==> src/rtl/cache_port_responder.sv <==
// Direct-mapped write-through no-write-allocate cache answering one pipeline memory port.
// Latency: read hit 0 cycles; read miss / write LATENCY busy cycles (2*LATENCY with both_access extension).
// Backpressure: ready drops for the whole fill/write; hit stays low until the transaction is answered.
//
// Ports:
//   clk, reset                      - rising-edge clock, synchronous active-high reset
//   req, we, addr, wdata            - pipeline access (addr is a word address: tag | index | offset)
//   rdata, hit, ready               - answer to the pipeline / hazard controller
//   both_access                     - hazard controller is servicing I and D misses together
//   mem_read, mem_write             - line fill / word write-through strobes to the shared memory model
//   mem_addr, mem_wdata, mem_rdata  - latched transaction address/data, returned 64-bit line
//   access_cnt, miss_cnt            - saturating statistics
module cache_port_responder #(
    parameter int LATENCY     = 4,
    parameter int LINES       = 4,
    parameter int SECOND_PORT = 0
) (
    input  logic        clk,
    input  logic        reset,
    input  logic        req,
    input  logic        we,
    input  logic [15:0] addr,
    input  logic [15:0] wdata,
    output logic [15:0] rdata,
    output logic        hit,
    output logic        ready,
    input  logic        both_access,
    output logic        mem_read,
    output logic        mem_write,
    output logic [15:0] mem_addr,
    output logic [15:0] mem_wdata,
    input  logic [63:0] mem_rdata,
    output logic [15:0] access_cnt,
    output logic [15:0] miss_cnt
);

    localparam int IDX_W = $clog2(LINES);
    localparam int TAG_W = 14 - IDX_W;
    // Wide enough for 2*LATENCY-1 (countdown after a both_access extension).
    localparam int CNT_W = $clog2(2 * LATENCY);
    localparam logic [CNT_W-1:0] CNT_ONE    = CNT_W'(1);
    localparam logic [CNT_W-1:0] CNT_LAT_M1 = CNT_W'(LATENCY - 1);

    typedef enum logic [1:0] {
        IDLE  = 2'd0,
        FILL  = 2'd1,
        WRITE = 2'd2
    } state_t;

    state_t           state, state_nxt;
    logic [CNT_W-1:0] cnt, cnt_nxt;
    logic             ext, ext_nxt;
    logic             wr_done;

    logic [LINES-1:0] valid;
    logic [TAG_W-1:0] tag_mem  [LINES];
    logic [63:0]      data_mem [LINES];

    // Field decode of the live request and of the latched transaction.
    logic [IDX_W-1:0] idx, lat_idx;
    logic [TAG_W-1:0] tag, lat_tag;
    logic [1:0]       off, lat_off;

    assign idx     = addr[2+IDX_W-1:2];
    assign tag     = addr[15:2+IDX_W];
    assign off     = addr[1:0];
    assign lat_idx = mem_addr[2+IDX_W-1:2];
    assign lat_tag = mem_addr[15:2+IDX_W];
    assign lat_off = mem_addr[1:0];

    logic idle, tag_match, read_hit, write_hit, miss, extend, done;

    assign idle      = (state == IDLE);
    assign tag_match = valid[idx] && (tag_mem[idx] == tag);
    assign read_hit  = idle && req && !we && tag_match;
    // A write is acknowledged only in the cycle right after its write-through finished.
    assign write_hit = idle && req && we && wr_done && (addr == mem_addr);
    assign miss      = idle && req && (we ? !wr_done : !tag_match);
    // One extension per transaction; it wins over completion on the same edge.
    assign extend    = (SECOND_PORT != 0) && !idle && both_access && !ext;
    assign done      = !idle && (cnt == '0) && !extend;

    always_comb begin
        state_nxt = state;
        cnt_nxt   = cnt;
        ext_nxt   = ext;
        ready     = 1'b0;
        hit       = 1'b0;
        mem_read  = 1'b0;
        mem_write = 1'b0;
        rdata     = 16'h0000;
        case (state)
            IDLE: begin
                ready = 1'b1;
                hit   = !req || read_hit || write_hit;
                if (read_hit) begin
                    rdata = data_mem[idx][{off, 4'b0000} +: 16];
                end
                if (miss) begin
                    state_nxt = we ? WRITE : FILL;
                    cnt_nxt   = CNT_LAT_M1;
                end
            end
            FILL, WRITE: begin
                mem_read  = (state == FILL);
                mem_write = (state == WRITE);
                if (extend) begin
                    // +LATENCY for the extension, -1 for this cycle's countdown.
                    ext_nxt = 1'b1;
                    cnt_nxt = cnt + CNT_LAT_M1;
                end else if (cnt == '0) begin
                    state_nxt = IDLE;
                    ext_nxt   = 1'b0;
                end else begin
                    cnt_nxt = cnt - CNT_ONE;
                end
            end
            default: begin
                state_nxt = IDLE;
            end
        endcase
    end

    always_ff @(posedge clk) begin
        if (reset) begin
            state      <= IDLE;
            cnt        <= '0;
            ext        <= 1'b0;
            wr_done    <= 1'b0;
            valid      <= '0;
            mem_addr   <= 16'h0000;
            mem_wdata  <= 16'h0000;
            access_cnt <= 16'h0000;
            miss_cnt   <= 16'h0000;
        end else begin
            state   <= state_nxt;
            cnt     <= cnt_nxt;
            ext     <= ext_nxt;
            wr_done <= (state == WRITE) && done;
            if (miss) begin
                mem_addr  <= we ? addr : {addr[15:2], 2'b00};
                mem_wdata <= wdata;
            end
            if ((state == FILL) && done) begin
                valid[lat_idx] <= 1'b1;
            end
            if ((read_hit || write_hit || miss) && (access_cnt != 16'hFFFF)) begin
                access_cnt <= access_cnt + 16'd1;
            end
            if (miss && (miss_cnt != 16'hFFFF)) begin
                miss_cnt <= miss_cnt + 16'd1;
            end
        end
    end

    // Tag/data arrays carry no reset: contents are meaningless while valid is clear.
    always_ff @(posedge clk) begin
        if ((state == FILL) && done) begin
            tag_mem[lat_idx]  <= lat_tag;
            data_mem[lat_idx] <= mem_rdata;
        end else if ((state == WRITE) && done && valid[lat_idx] && (tag_mem[lat_idx] == lat_tag)) begin
            data_mem[lat_idx][{lat_off, 4'b0000} +: 16] <= mem_wdata;
        end
    end

endmodule
==> config.mk <==
export PLATFORM = sky130hd
export DESIGN_NAME = cache_port_responder
export DESIGN_NICKNAME = d
export VERILOG_FILES = /design/src/rtl/cache_port_responder.sv
export SDC_FILE = /design/constraint.sdc
export NUM_CORES = 1
export LEC_CHECK = 0
export BUFFER_PORTS_ARGS = -buffer_cell sky130_fd_sc_hd__buf_2
export CAP_MARGIN = 20
export CORE_ASPECT_RATIO = 0.9
export CORE_MARGIN = 4
export CORE_UTILIZATION = 53
export CTS_CLUSTER_DIAMETER = 50
export CTS_CLUSTER_SIZE = 24
export DETAILED_ROUTE_END_ITERATION = 8
export PLACE_DENSITY = 0.76
export SYNTH_ARGS = -nofsm -noshare
export SYNTH_HDL_FRONTEND = slang
export SYNTH_SLANG_ARGS = --single-unit
==> constraint.sdc <==
create_clock -name clk -period 3.3 [get_ports clk]
set_input_delay 0.33 -clock clk [delete_from_list [all_inputs] [get_ports clk]]
set_output_delay 0.33 -clock clk [all_outputs]
set_load 0.02 [all_outputs]
Word-level counts from Yosys, hierarchy flattened

Memory sizes are Yosys's and may differ from the RTL's. A register that Yosys moved wholly into a read port is not among the register bits.
Index checks and enable logic that the tools add are counted.

Register bits: 74
Memory bits (writable): 304
Input bits: 101
Output and inout bits: 84
Word-level logic and storage cells: 218
Memories: 2

Memory list:

| memory   | words | width | read ports | clocked after Yosys merged registers in | write ports | RTL line | text |
|---|---|---|---|---|---|---|---|
| data_mem | 4     | 64    | 1          | 0                                       | 1           | 57       | `logic [63:0] data_mem [LINES];` |
| tag_mem  | 4     | 12    | 2          | 1                                       | 1           | 56       | `logic [TAG_W-1:0] tag_mem [LINES];` |

$add $sub $neg: 4
Magnitude comparators: 3
Eq/ne operators: 10
Shift-type cells: 3
Mux-type cells: 92
Bitwise operators: 65
Reduce and logical (&&, ||, !) cells: 31

Operators with widths:

| operator                  | number |
|---|---|
| $mux W1                   | 76 |
| $mux W64                  | 1 |
| $or A1 B1 Y1              | 64 |
| $shift A16 B8 Y64 const A | 1 |
| $shiftx A16 B8 Y64        | 1 |
| $shiftx A64 B7 Y16        | 1 |
| $add A16 B1 Y16 const B   | 2 |
| $mux W16                  | 2 |
| $ne A16 B16 Y1 const B    | 2 |
| $eq A12 B12 Y1            | 2 |
| $eq A16 B16 Y1            | 1 |
| $logic_and A1 B1 Y1       | 16 |
| $mux W2                   | 6 |
| $neg A6 Y8                | 1 |
| $lt A2 B3 Y1 const B      | 2 |
| $mux W3                   | 2 |
| $pmux W3 S2               | 1 |
| $logic_not A1 Y1          | 5 |
| $bmux W1 S2               | 2 |
| $logic_or A1 B1 Y1        | 4 |
| $ne A2 B2 Y1 const B      | 2 |
| $or A4 B4 Y4              | 1 |
| $pmux W2 S2               | 1 |
| $logic_not A3 Y1          | 1 |
| other kinds (11)          | 11 |

Logic depth before layout (Yosys ltp)

Word-level depth: 10
Depth in mapped cells: 12
Gate-level depth less buffers: 9

Worst setup path after synthesis

Ideal clock, no wire load.

Path kind: register to register
Start point: register with a tool-made name
End point: memory data_mem[0][0], enable pin
Library setup time: 0.394 ns
Arrival time: 3.079 ns
Data required time: 2.906 ns
Slack: -0.174 ns
Cell stages (with the launch flop): 10
Path buffers: 2
Clock period less this slack: 3.474 ns
Path through: dfxtp_1 > buf_4 > mux4_2 > xor2_1 > nor4_1 > nand4_1 > nor3_1 > nand2_1 > buf_2 > a21oi_1

RTL lines:

| what          | RTL line |
|---|---|
| end, declared | 57 |

==> metrics.md <==
| Metric | Value |
|---|---|
| Status | complete, but fails checks |
| Failing checks | setup timing |
| Final Worst Setup Slack | -0.115 ns |
| Final HPWL DP | 30.9 mm |
| Design area | 20500 sq um |
| Clk pin slew, worst setup/hold paths | 0.08 ns |
| Required time of the critical path | around 3.0 ns |
| Via density | between 6 and 7 |
| Die height | 180 um |
| Global-route wire length before repair | between 60 and 70 mm |
| Drc violations | 0 |
| DRT antenna net count | 0 |
| Top-Level Pins | approximately 190 |
| Hold depth | 3 |
| CTS Sinks | 380 |
| Crit path max fanout | 16 |
| FF-to-FF path depth | 10 |
| Worst R2R Setup Slack | 0.16 ns |
| TritonCTS buffer count | 35 |
| DRT Pass-1 Iters | 5 |
| Placed cell areas | ~19000 sq um |
| CTS tree | done |
| Synth area leaders | edfxtp_1 53%, mux4_2 13%, dfxtp_1 8.8% |
| Cts hold-fix bufs | 0 |
| Seq cells post-synth | 380 |
| Std-Cell Core Area | approximately 32000 sq um |
| Synth cell types | 53 |
| IO Port Bufs | 183 |
| Crit path DAT | 3.08 ns |
| P_leak | approximately 7.7 nW |
| Die area | 35600 sq um |
| MaxCap Viol Count | 0 |
| Top-count cell post-synth | edfxtp_1 |
| Final Hold Viols | 0 |
| Layout cells sized above 1 | a little under a third |
| Post-synthesis cell area | 17300 sq um |
| Synth-to-layout area growth | 18.3% |
| Top cells by count, synth | 304 x edfxtp_1, 99 x mux4_2, 87 x nand2_1, 77 x mux2i_1, 76 x dfxtp_1 |
| Clock root cell | clkbuf_16 |
| Yosys warns | 0 |
| FP Rows | 62 |
| Final worst path period need | ~3.4 ns |
| Slew HR | around 44% |
| Gpl congestion | a little over 0.8 |
| Number of fill cells in the layout | roughly 2300 |
| RSZ-0062 raised after global routing | yes |
| Footprint of the multi-input gates | about 6200 sq um |
| Maximum clock path buffer count | 3 |
| Initial antenna violation count | 7 |
| Critical path type | reg -> out |
| Setup crit end kind | output port |
| Reg2reg end | data_mem[0][2] |
| Final net count | 1523 |
| Max IR drop VDD | between 0.0004 and 0.0005 V |
| H-tree Lvls | 2 |
| Tcrit/Tclk final | 103% |
| Reg area | 10700 sq um |
| Hold Path Origin | wdata[8] |
| Die span in x | 199 um |
| Overall Power | 0.0105 W |
| Synth area leader | edfxtp_1 |
| 1st-iter DRT viols | 1250 |
| Register area share after synthesis | 61.5% |
| Final wirelength | roughly 46 mm |
| Largest net degree at the start of global routing | 60 |
| Via count | 11300 |
| Initial Utilization | roughly 54% |
| Syn nets | roughly 1300 |
| Cell Pwr Density | approximately 510 nW/um^2 |
| Avg WL per Cell | ~25 um |
| Hold path endpoint | mem_wdata[8] |
| Top cell type's share of synthesized area | 52.7% |
| Ys flop type | edfxtp_1 |
| GRT Residual Overflow | 0 |
| Worst slew pin tran | 0.837 ns |
| F_max | just under 300 MHz |
| Setup TNS | -1.02 ns |
| Slew Limit Fails | 0 |
| Total GRT Usage | 25.4% |
| Worst Skew | 0.0265 ns |
| Syn_area_per_cell | ~15 sq um |
| Cells after Synth | 1194 |
| Element type at the critical path start | flip-flop |
| Vias in the first global route | roughly 11000 |
| Finish-stage setup viols | 16 |
| DP Worst Slack | ~0.068 ns |
| Worst-Skew Late Latency | 0.52 ns |
| HP Class | in -> reg |
| EDFF count, synth | 304 |
| Fin util | 64.0% |
| FFs w/ async S/R, synth | 0% |
==> critical path: stages, from the launching register on <==
cell and delay, ns:
edfxtp_1 0.40, mux4_2 0.52, xnor2_2 0.17, nand2_1 0.06, or4_1 0.51, or3_4 0.39
buf_12 0.17, nor2b_2 0.17, buf_6 0.14
==> cells in the final DEF, fill, tap and decap left out, drive strengths merged, types with 2 or more instances in the layout <==
cell    synthesis  layout
a21oi          65      65
a311oi          2       2
a31oi           3       3
and2            4       4
and3           13      13
and4            4       4
buf            26     250
bufinv          0       2
clkbuf         46      41
clkinv          0       6
dfxtp          76      76
edfxtp        304     304
ha             13      13
inv            74      86
mux2            7       7
mux2i          77      77
mux4          100     100
nand2          87      87
nand2b          8       8
nand3          48      48
nand4          13      13
nor2           38      38
nor2b          23      23
nor3            8       8
nor3b           5       5
nor4           12      12
nor4b           5       5
o21a            3       3
o21ai          34      34
o31a            2       2
o31ai          15      15
or3             2       2
or4            14      14
xnor2          42      42
xor2           13      13
==> per-stage QoR <==
step           cells  hold slack (ns)
2_1_floorplan   1194            0.449
6_report        1851           0.0559
5_1_grt         1851           0.0450
3_3_place_gp    1783            0.465
3_5_place_dp    1783            0.482
4_1_cts         1848           0.0363
==> logic make-up after synthesis <==
group | count (synthesis) | share of synthesized area [%]
AO/OA/AOI/OAI | 129 | 4.20
XOR/XNOR | 55 | 2.82
flip-flops | 380 | 61.5
AND/OR/NAND/NOR | 287 | 9.00
adder cells (fa/ha/maj) | 13 | 0.939
buffers and inverters | 146 | 3.63
multiplexers | 184 | 17.9
==> power breakdown <==
group | internal, W | total [W] | switching (W)
sequential | 0.00524 | 0.00536 | 0.000124
combinational | 0.000418 | 0.000987 | 0.000569
clock | 0.00224 | 0.00417 | 0.00192
total | 0.00790 | 0.0105 | 0.00261
==> what timing repair did <==
item / 4_1_cts / 5_1_grt
cloned: 0 / 0
resized for setup: 28 / 16
pin swaps: 1 / 0
setup endpoints to repair: 20 / 91
setup buffers: 3 / 2
==> sequential cells by signal (all words and copies together) (netlist names), named ones only <==
signal      cells
valid           4
cnt             3
tag_mem        48
wr_done         1
mem_addr       16
state           2
mem_wdata      16
data_mem      256
miss_cnt       16
access_cnt     16
==> per-layer routing <==
| metal | wire, um | vias to the layer above | GRT usage, % |
|---|---|---|---|
| li1 | - | 4965 | - |
| met1 | 18400 | 5683 | 36.8 |
| met2 | 21600 | 533 | 39.0 |
| met3 | 4930 | 81 | 6.57 |
| met4 | 1100 | 10 | 6.29 |
| met5 | 57 | - | 0 |
==> area by class of cell <==
class | instances | area share, %
clock buffer | 41 | 4.43
multi-input combinational | 668 | 30.1
tap | 416 | 2.54
antenna | 1 | 0.0122
clock inverter | 21 | 1.32
timing repair buffer | 250 | 8.28
inverter | 74 | 1.36
sequential | 380 | 52.0
==> worst max path at each step <==
stage	end	slack, ns	from
2_1_floorplan	data_mem[0][0]	-0.17	flip-flop
3_3_place_gp	data_mem[2][5]	0.12	flip-flop
3_5_place_dp	data_mem[1][19]	0.07	flip-flop
4_1_cts	rdata[0]	-0.09	tag_mem[3][4]
5_1_grt	rdata[0]	-0.20	tag_mem[3][4]
6_report	rdata[0]	-0.11	tag_mem[3][4]
Power figures use the tool's default switching activity.
